### src/rtl/bus_host_arb.sv
// bus_host_arb: arbitrates NumHosts hosts onto one req/gnt/rvalid device port and routes responses back through an in-order ID FIFO.
// Define BUS_HOST_ARB_ROUND_ROBIN_EN for round-robin selection; fixed priority (lowest index wins) otherwise.
module bus_host_arb #(
  parameter int NumHosts       = 2,
  parameter int MaxOutstanding = 2
) (
  input  logic                     clk_i,
  input  logic                     rst_ni,
  input  logic [NumHosts-1:0]      host_req_i,
  input  logic [NumHosts-1:0]      host_we_i,
  input  logic [NumHosts*4-1:0]    host_be_i,
  input  logic [NumHosts*32-1:0]   host_addr_i,
  input  logic [NumHosts*32-1:0]   host_wdata_i,
  output logic [NumHosts-1:0]      host_gnt_o,
  output logic [NumHosts-1:0]      host_rvalid_o,
  output logic [NumHosts-1:0]      host_err_o,
  output logic [31:0]              host_rdata_o,
  output logic                     dev_req_o,
  output logic                     dev_we_o,
  output logic [3:0]               dev_be_o,
  output logic [31:0]              dev_addr_o,
  output logic [31:0]              dev_wdata_o,
  input  logic                     dev_gnt_i,
  input  logic                     dev_rvalid_i,
  input  logic [31:0]              dev_rdata_i,
  input  logic                     dev_err_i
);
  localparam int IdW  = $clog2(NumHosts);
  localparam int PtrW = $clog2(MaxOutstanding) + 1;
  logic [IdW-1:0]  r_ids [MaxOutstanding];
  logic [PtrW-1:0] r_wr_ptr, r_rd_ptr, r_cnt;
  logic            r_lock;
  logic [IdW-1:0]  r_lock_sel;
  logic [IdW-1:0]  w_arb, w_sel, w_head;
  logic            w_full, w_pop, w_req, w_push;
`ifdef BUS_HOST_ARB_ROUND_ROBIN_EN
  logic [IdW-1:0]  r_rr;
  // Descending scan so the requester closest to the pointer is assigned last and wins.
  always_comb begin
    w_arb = '0;
    for (int k = NumHosts - 1; k >= 0; k--)
      if (host_req_i[(int'(r_rr) + k) % NumHosts]) w_arb = IdW'((int'(r_rr) + k) % NumHosts);
  end
  always_ff @(posedge clk_i or negedge rst_ni) begin
    if (!rst_ni) r_rr <= '0;
    else if (w_push) r_rr <= (int'(w_sel) == NumHosts - 1) ? '0 : w_sel + 1'b1;
  end
`else
  always_comb begin
    w_arb = '0;
    for (int k = NumHosts - 1; k >= 0; k--)
      if (host_req_i[k]) w_arb = IdW'(k);
  end
`endif
  always_comb begin
    w_head = '0;
    for (int k = 0; k < MaxOutstanding; k++)
      if (r_rd_ptr == PtrW'(k)) w_head = r_ids[k];
  end
  assign w_sel  = r_lock ? r_lock_sel : w_arb;
  assign w_full = r_cnt == PtrW'(MaxOutstanding);
  assign w_pop  = rst_ni && dev_rvalid_i && (r_cnt != '0);
  // A response in the same cycle frees a slot, so a full FIFO may still accept a grant.
  assign w_req  = rst_ni && (|host_req_i) && (!w_full || w_pop);
  assign w_push = w_req && dev_gnt_i;
  assign dev_req_o     = w_req;
  assign dev_we_o      = rst_ni && host_we_i[w_sel];
  assign dev_be_o      = rst_ni ? host_be_i[4*w_sel +: 4] : '0;
  assign dev_addr_o    = rst_ni ? host_addr_i[32*w_sel +: 32] : '0;
  assign dev_wdata_o   = rst_ni ? host_wdata_i[32*w_sel +: 32] : '0;
  assign host_gnt_o    = NumHosts'(w_push) << w_sel;
  assign host_rvalid_o = NumHosts'(w_pop) << w_head;
  assign host_err_o    = NumHosts'(w_pop && dev_err_i) << w_head;
  assign host_rdata_o  = rst_ni ? dev_rdata_i : '0;
  always_ff @(posedge clk_i or negedge rst_ni) begin
    if (!rst_ni) begin
      r_wr_ptr   <= '0;
      r_rd_ptr   <= '0;
      r_cnt      <= '0;
      r_lock     <= 1'b0;
      r_lock_sel <= '0;
    end else begin
      if (w_push) r_wr_ptr <= (r_wr_ptr == PtrW'(MaxOutstanding - 1)) ? '0 : r_wr_ptr + 1'b1;
      if (w_pop) r_rd_ptr <= (r_rd_ptr == PtrW'(MaxOutstanding - 1)) ? '0 : r_rd_ptr + 1'b1;
      r_cnt <= r_cnt + PtrW'(w_push) - PtrW'(w_pop);
      if (w_push) r_lock <= 1'b0;
      else if (w_req && !dev_gnt_i) begin
        r_lock     <= 1'b1;
        r_lock_sel <= w_sel;
      end
    end
  end
  always_ff @(posedge clk_i) begin
    for (int k = 0; k < MaxOutstanding; k++)
      if (w_push && r_wr_ptr == PtrW'(k)) r_ids[k] <= w_sel;
  end
  always_ff @(posedge clk_i) begin
    if (rst_ni) assert (!(dev_rvalid_i && r_cnt == '0)) else $error("bus_host_arb: dev_rvalid_i with no outstanding request");
  end
endmodule

### config.mk
export PLATFORM = sky130hd
export DESIGN_NAME = bus_host_arb
export DESIGN_NICKNAME = d
export VERILOG_FILES = /design/src/rtl/bus_host_arb.sv
export SDC_FILE = /design/constraint.sdc
export NUM_CORES = 1
export LEC_CHECK = 0
export ABC_AREA = 1
export CAP_MARGIN = 20
export CELL_PAD_IN_SITES_DETAIL_PLACEMENT = 0
export CELL_PAD_IN_SITES_GLOBAL_PLACEMENT = 2
export CORE_UTILIZATION = 10
export CTS_CLUSTER_DIAMETER = 100
export DETAILED_ROUTE_END_ITERATION = 10
export GPL_TIMING_DRIVEN = 0
export HOLD_SLACK_MARGIN = 0.08
export PLACE_DENSITY = 0.81
export SLEW_MARGIN = 10
export SYNTH_ARGS = -nofsm -noshare
export SYNTH_HDL_FRONTEND = slang
export SYNTH_SLANG_ARGS = --single-unit
### constraint.sdc
create_clock -name clk_i -period 2.1 [get_ports clk_i]
set_input_delay 0.63 -clock clk_i [delete_from_list [all_inputs] [get_ports clk_i]]
set_output_delay 0.63 -clock clk_i [all_outputs]
set_load 0.05 [all_outputs]
### Word level (Yosys, flattened, before mapping)

Memories as Yosys holds them, arrays and structs flattened.
Cells that the tools add are included.

* register bits after elaboration: 8
* input bits: 177
* output and inout bits: 108
* memories kept: 1
* RAM bits: 2
* logic and storage cells: 63

Memories
* r_ids: words 2, bits a word 1, rd ports 2, clocked after Yosys merged registers in 0, wr ports 1, RTL line 30 `logic [IdW-1:0] r_ids [MaxOutstanding];`

* add/subtract/negate cells: 4
* muxes and demuxes: 22
* bitwise gates (word level): 1
* magnitude comparators: 1
* shift-type cells: 6
* equality and inequality tests: 3
* reductions and logical operators: 20

Operators with widths (count)
* 64-bit by 7-bit variable part select with 32-bit output: 2
* 32-bit 2-to-1 mux: 3
* 1-bit 2-to-1 mux: 16
* 1-bit logical AND: 10
* 8-bit by 4-bit variable part select with 4-bit output: 1
* 1-bit by 1-bit << shifter with 2-bit output: 3
* 2-bit by 1-bit adder with 2-bit output, second input constant: 2
* 2-bit by 1-bit == test with 1-bit output, second input constant: 2
* 2-bit zero test: 2
* 2-bit 2-to-1 mux: 2
* 4-bit 2-to-1 mux: 1
* 2-bit nonzero test: 2
* 2-bit by 1-bit adder with 2-bit output: 1
* 2-bit == test, second input constant: 1
* 1-bit zero test: 2
* 1-bit by 2-bit less-than comparator with 1-bit output, second input constant: 1
* 2-bit AND reduction: 1
* 2-bit OR reduction: 1
* 2-bit by 1-bit subtractor with 2-bit output: 1
* 1-bit logical OR: 1
* 1-bit inverter: 1
* 1-bit OR reduction: 1

### Depth between registers and ports, before layout

Gate-level depths: netlist (run 1).

* word-level depth: 10
* depth in mapped cells: 7
* depth with buffers taken out: 7

### Worst setup path after synthesis (run 1)

Ideal clock, no wire load.

* path type: input -> output
* from: input port rst_ni
* to: output port dev_addr_o[10]
* buffers on the path: 2
* arrival: 1.781 ns
* cell stages on the path: 4
* data required time: 1.470 ns
* slack: -0.311 ns
* path through: buf_2 > clkbuf_1 > nand2_1 > nor2_1

* cells in the longest elaborated chain, start to end: 1

Ends and longest elaborated chain
* start: declaration: RTL line 8 `input logic rst_ni,`
* 32-bit 2-to-1 mux: RTL line 69 `assign dev_addr_o = rst_ni ? host_addr_i[32*w_sel +: 32] : '0;`
* end: declaration: RTL line 21 `output logic [31:0] dev_addr_o,`

Every way passes these cells.

### Final worst setup path (run 1)

* from: input port host_req_i[0]
* to: output port dev_wdata_o[8]

* cells in the longest elaborated chain, start to end: 4

Ends and longest elaborated chain
* start: declaration: RTL line 9 `input logic [NumHosts-1:0] host_req_i,`
* 1-bit 2-to-1 mux: RTL line 52 `if (host_req_i[k]) w_arb = IdW'(k);`
* 1-bit 2-to-1 mux: RTL line 60 `assign w_sel = r_lock ? r_lock_sel : w_arb;`
* 64-bit by 7-bit variable part select with 32-bit output: RTL line 70 `assign dev_wdata_o = rst_ni ? host_wdata_i[32*w_sel +: 32] : '0;`
* 32-bit 2-to-1 mux: RTL line 70
* end: declaration: RTL line 22 `output logic [31:0] dev_wdata_o,`

Every way passes these cells.

==> results of run 1 <==
## cell type report
cell class,instances,share of cell area
clock buffer,3,0.009470
tap,285,0.04498
sequential,10,0.03283
inverter,113,0.05445
timing repair buffer,314,0.4580
clock inverter,1,0.0004735
buffer,32,0.05556
multi-input combinational,357,0.3442
## cell usage after synthesis, types with 2 or more instances
master	n	area share
clkbuf_1	12	0.019
nand3_1	72	0.16
nand4_1	2	0.0054
inv_2	4	0.0065
edfxtp_1	2	0.026
buf_4	3	0.0097
buf_2	16	0.034
ha_1	2	0.011
dfrtp_1	8	0.086
o21ai_1	2	0.0043
nor2_1	153	0.25
xnor2_1	2	0.0075
nand2_1	115	0.19
o21ai_0	2	0.0043
a21oi_1	2	0.0043
inv_1	109	0.18
## power by group
group          internal (mW)  leakage (nW)  switching (mW)
registers              0.260         0.119          0.0524
logic                   1.81          3.71            2.30
clock network          0.250        0.0385          0.0911
total                   2.32          3.87            2.45
## state kept, by name (all words and copies together) (netlist names)
name        cells
r_cnt           2
r_wr_ptr        2
r_lock_sel      1
r_ids           2
r_rd_ptr        2
r_lock          1
## metrics by stage
step	power, mW	instances	hold WS [ns]
4_1_cts	4.587	1106	0.2016
3_5_place_dp	3.344	1081	0.4605
3_3_place_gp	3.337	1081	0.4569
6_report	4.768	1115	0.1859
2_1_floorplan	2.281	512	0.3344
5_1_grt	5.055	1115	0.1821
## timing repair
action | in CTS | in global routing
gates cloned | 6 | 4
setup endpoints to repair | 117 | 108
pin swaps | 21 | 15
resized for setup | 1065 | 69
buffers inserted | 15 | 5
## layer usage
metal,share of wire,wire (um),vias up,track usage
met1,0.41,6156,1859,0.1490
met2,0.51,7636,177,0.2175
li1,-,-,2132,-
met4,0.0069,104,0,0.01556
met5,0,0,-,0
met3,0.073,1096,9,0.02438
## logic make-up after synthesis
logic type               share of synthesized area
XOR/XNOR                                   0.01132
AND/OR/NAND/NOR                             0.6051
buffers and inverters                       0.2478
adder cells (fa/ha/maj)                    0.01077
AO/OA/AOI/OAI                              0.01293
flip-flops                                  0.1121
## final timing paths
path | startpoint | to | slack (ns) | cells after the start
max in group asynchronous | rst_ni | r_cnt[1] | 1.70 | 2
min in group clk_i | r_wr_ptr[1] | r_wr_ptr[1] | 0.47 | 2
hold / removal | rst_ni | r_lock_sel | 0.19 | 1
setup reg to reg | r_cnt[1] | r_cnt[1] | 0.43 | 8
setup / recovery | host_req_i[0] | dev_wdata_o[8] | -0.20 | 9
hold reg to reg | r_wr_ptr[1] | r_wr_ptr[1] | 0.47 | 2
## worst max-delay path: cells and delay by family
kind	cells	cell delay, ns
and+or+nand+nor	5	0.44
buffers and inverters	4	0.59
==> run_results.csv, run 1 <==
group,metric,value,unit
status,status,"finished, violations left",
status,violations,"setup timing",
detailed_routing,wl_per_cell,13.45,um
min_path,hp-class,"in -> async",
die,num_rows,55,
detailed_routing,drc,0,
finish,syn_to_final_growth,241.4,%
clock_tree,cts_hold_buf,0,
placement,gp_congestion,0.7088,
pwr,peakVddDrop,0.2765,mV
worst_setup_path,cp.arrival,1.67,ns
sta,fin_setup_tns,-12.04,ns
sta,fin_crit_sh,1.097,
worst_setup_path,cp_cell_sequence,"buf_12, nor2_4, nand2_4, buf_12, clkbuf_16, nand3_1, nand2_2, nor2_4, buf_8",
clock_tree,clk_pin_slew,0.04,ns
worst_setup_path,cp_slowest_cell,"buf_12",
finish,mostFrequentLayoutCell,"clkdlybuf4s50_1",
clock_tree,clock-sinks,10,
worst_setup_path,worstSetupPathType,"in -> out",
logic_synthesis,ys_async_sr_fraction,0.8000,
global_route,grt_pass1_vias,4111,
sta,max_slew_margin,0.7739,
detailed_routing,via_count,4177,
finish,final_cell_mix,"clkdlybuf4s50_1, inv_1, nor2_2",
job,maxCapViolations,0,
global_route,grt_max_degree,15,
global_route,antenna_found_initial,0,
detailed_routing,first_iter_violations,124,
worst_setup_path,cp_slowest_stage_delay,0.17,ns
logic_synthesis,post_synth_num_cell_types,22,
logic_synthesis,ys_warn_count,0,
finish,diodes,0,
clock_tree,cts_inserted_buffers,3,
sta,finalSetupViolCount,71,
sta,rsz0062_at_grt,"yes",
clock_tree,cts_tree,"done",
sta,max_freq,434.1,MHz
sta,setup_slack,-0.2036,ns
logic_synthesis,synthesis.area,0.002322,mm^2
die,start_util,0.1023,
clock_tree,insertion_delay,0.24,ns
clock_tree,cts.htree.levels,1,
global_route,grt_pass1_wl,22400,um
pwr,p_per_area,601.4,mW/mm^2
logic_synthesis,synth_edf_count,2,
detailed_routing,firstDrtPassIters,4,
finish,multi_input_area,0.002729,mm^2
logic_synthesis,synth_seq_cells,10,
die,die_h,154.4,um
die,core,0.02271,mm^2
finish,utilization,0.3491,
logic_synthesis,ys_seq_area_frac,0.1121,
finish,drive_gt1_frac,0.5422,
sta,fin_crit,2.304,ns
sta,finClkSkew,0.001765,ns
detailed_routing,ant_nets,0,
finish,design_area,0.007928,mm^2
global_route,track_usage,0.1200,
logic_synthesis,netlist_instances,512,
placement,io_buffers,284,
die,ios,285,
logic_synthesis,synth_fp_nets,691,
placement,placed_area,0.006055,mm^2
worst_setup_path,end_kind,"primary output",
detailed_routing,totalWireLength,14990,um
finish,n_fill_cell,2447,
clock_tree,clockBufferDepth,2,
finish,final_nets,1010,
global_route,grt.overflow.total,0,
logic_synthesis,avgSynthCellArea,4.536,um^2
worst_setup_path,worstPathRequired,1.47,ns
sta,tightest_slew,0.3391,ns
die,dieArea,0.02384,mm^2
worst_setup_path,cp_max_fo,6,
pwr,power_leakage,3.872,nW
logic_synthesis,synth-main-ff-cell,"dfrtp_1",
finish,seqCellArea,260.3,um^2
detailed_routing,vias_per_cell,3.746,
clock_tree,cts_root_buf,"clkbuf_16",
worst_setup_path,cp-start-kind,"input pin",
sta,drv_slew,0,
die,die_w,154.4,um
sta,final_hold_viol_count,0,
placement,post-place-ws,-2.296,ns
placement,hpwl,11070,um
No activity file was read; power rests on OpenSTA's default activity.
==> run 2, diff against run 1 <==
--- a/config.mk
+++ b/config.mk
@@ -9,6 +9,7 @@
 export CAP_MARGIN = 20
 export CELL_PAD_IN_SITES_DETAIL_PLACEMENT = 0
 export CELL_PAD_IN_SITES_GLOBAL_PLACEMENT = 2
+export CORE_MARGIN = 2
 export CORE_UTILIZATION = 10
 export CTS_CLUSTER_DIAMETER = 100
 export DETAILED_ROUTE_END_ITERATION = 10
==> run_results.csv, run 2 (synthesized netlist as in run 1, its figures left out) <==
group,metric,value,unit
placement,gp_congestion,0.7300,
finish,multi_input_area,0.002953,mm^2
finish,design_area,0.008093,mm^2
worst_setup_path,cp_max_fo,7,
sta,fin_crit_sh,1.104,
job,maxCapViolations,0,
finish,utilization,0.3564,
die,core,0.02271,mm^2
global_route,antenna_found_initial,0,
global_route,grt_pass1_wl,22890,um
clock_tree,cts_hold_buf,0,
clock_tree,cts_inserted_buffers,3,
worst_setup_path,worstSetupPathType,"in -> out",
finish,n_fill_cell,2392,
finish,diodes,0,
clock_tree,insertion_delay,0.24,ns
finish,mostFrequentLayoutCell,"clkdlybuf4s50_1",
detailed_routing,vias_per_cell,3.795,
finish,instances_no_fill,1109,
clock_tree,cts.htree.levels,1,
detailed_routing,firstDrtPassIters,4,
pwr,intPower,2.394,mW
pwr,power,4.925,mW
pwr,p_switching,2.531,mW
sta,tightest_slew,0.3357,ns
sta,finClkSkew,0.001165,ns
pwr,p_per_area,608.6,mW/mm^2
sta,rsz0062_at_grt,"yes",
detailed_routing,drc,0,
status,status,"finished, violations left",
detailed_routing,wl_per_cell,14.16,um
worst_setup_path,worstPathRequired,1.47,ns
detailed_routing,ant_nets,0,
pwr,pwr-share-clk,0.069,
finish,seqCellArea,260.3,um^2
sta,final_hold_viol_count,0,
pwr,power_leakage,3.906,nW
placement,placed_cells,1081,
die,start_util,0.1023,
sta,max_freq,431.3,MHz
clock_tree,cts_root_buf,"clkbuf_16",
clock_tree,cts_tree,"done",
placement,hpwl,11720,um
placement,io_buffers,284,
die,num_rows,55,
die,die_h,156.4,um
worst_setup_path,cp-start-kind,"input pin",
clock_tree,clockBufferDepth,2,
detailed_routing,via_count,4209,
pwr,swShare,0.5139,
global_route,track_usage,0.1187,
global_route,grt_pass1_vias,4248,
sta,finalSetupViolCount,70,
finish,final_nets,1004,
pwr,seqPwrFrac,0.064,
sta,max_slew_margin,0.7762,
die,dieArea,0.02446,mm^2
status,violations,"setup timing",
die,ios,285,
global_route,grt.overflow.total,0,
die,die_w,156.4,um
finish,syn_to_final_growth,248.5,%
min_path,hp-class,"in -> async",
worst_setup_path,cp.arrival,1.69,ns
pwr,p_comb_frac,0.868,
sta,setup_slack,-0.2184,ns
sta,fin_crit,2.318,ns
detailed_routing,first_iter_violations,81,
clock_tree,clock-sinks,10,
detailed_routing,totalWireLength,15710,um
worst_setup_path,end_kind,"primary output",
placement,placed_area,0.006055,mm^2
sta,drv_slew,0,
clock_tree,clk_pin_slew,0.04,ns
global_route,grt_max_degree,14,
sta,fin_setup_tns,-11.90,ns
pwr,peakVddDrop,0.2587,mV
finish,drive_gt1_frac,0.5595,
finish,final_cell_mix,"clkdlybuf4s50_1, inv_1, nor2_4",
run 2: final cells by class:
type,instances,share of cell area
buffer,30,0.05056
sequential,10,0.03216
tap,285,0.04406
inverter,113,0.05272
clock inverter,1,0.0004638
clock buffer,3,0.009276
multi-input combinational,357,0.3649
timing repair buffer,310,0.4459
run 2: metrics by stage:
stage          hold WS, ns  worst slack, ns
2_1_floorplan       0.3344          -0.1672
3_3_place_gp        0.4578           -2.168
3_5_place_dp        0.4609           -2.178
4_1_cts             0.2054          -0.2866
5_1_grt             0.2066          -0.2537
6_report            0.2022          -0.2184
run 2: what timing repair did:
item / in CTS / in global routing
pin swaps: 28 / 49
gates resized for setup: 1075 / 113
setup endpoints to repair: 117 / 107
gates cloned: 5 / 4
buffers inserted: 18 / 1
run 2: worst max-delay path: stages:
cell and delay, ns:
buf_8 0.10, nor2_4 0.14, nand2_8 0.09, buf_12 0.16, clkbuf_16 0.16, nand3_1 0.07, nand2_2 0.07, nor2_4 0.09
buf_8 0.15
run 2: path summary, 6_finish.rpt:
check                      slack (ns)              to           from  cells after the start
setup / recovery                -0.22  dev_wdata_o[3]  host_req_i[0]                      9
hold / removal                   0.20     r_rd_ptr[1]         rst_ni                      1
setup reg to reg                 0.45        r_cnt[1]       r_cnt[1]                      8
hold reg to reg                  0.47     r_wr_ptr[1]    r_wr_ptr[1]                      2
max in group asynchronous        1.76      r_lock_sel         rst_ni                      1
min in group clk_i               0.47     r_wr_ptr[1]    r_wr_ptr[1]                      2
run 2: metal layers:
layer / up-vias / track usage / part of all wire
met1: 1922 / 0.1382 / 0.39
met3: 12 / 0.02215 / 0.075
met2: 160 / 0.2287 / 0.53
met5: - / 0 / 0
li1: 2115 / - / -
met4: 0 / 0.01616 / 0.010
run 2: power by group through the flow:
stage,clock (mW),combinational [mW],sequential (mW)
2_1_floorplan,0,1.98,0.301
3_3_place_gp,0,3.03,0.309
5_1_grt,0.354,4.52,0.323
4_1_cts,0.341,4.09,0.311
6_report,0.339,4.27,0.313
3_5_place_dp,0,3.04,0.311
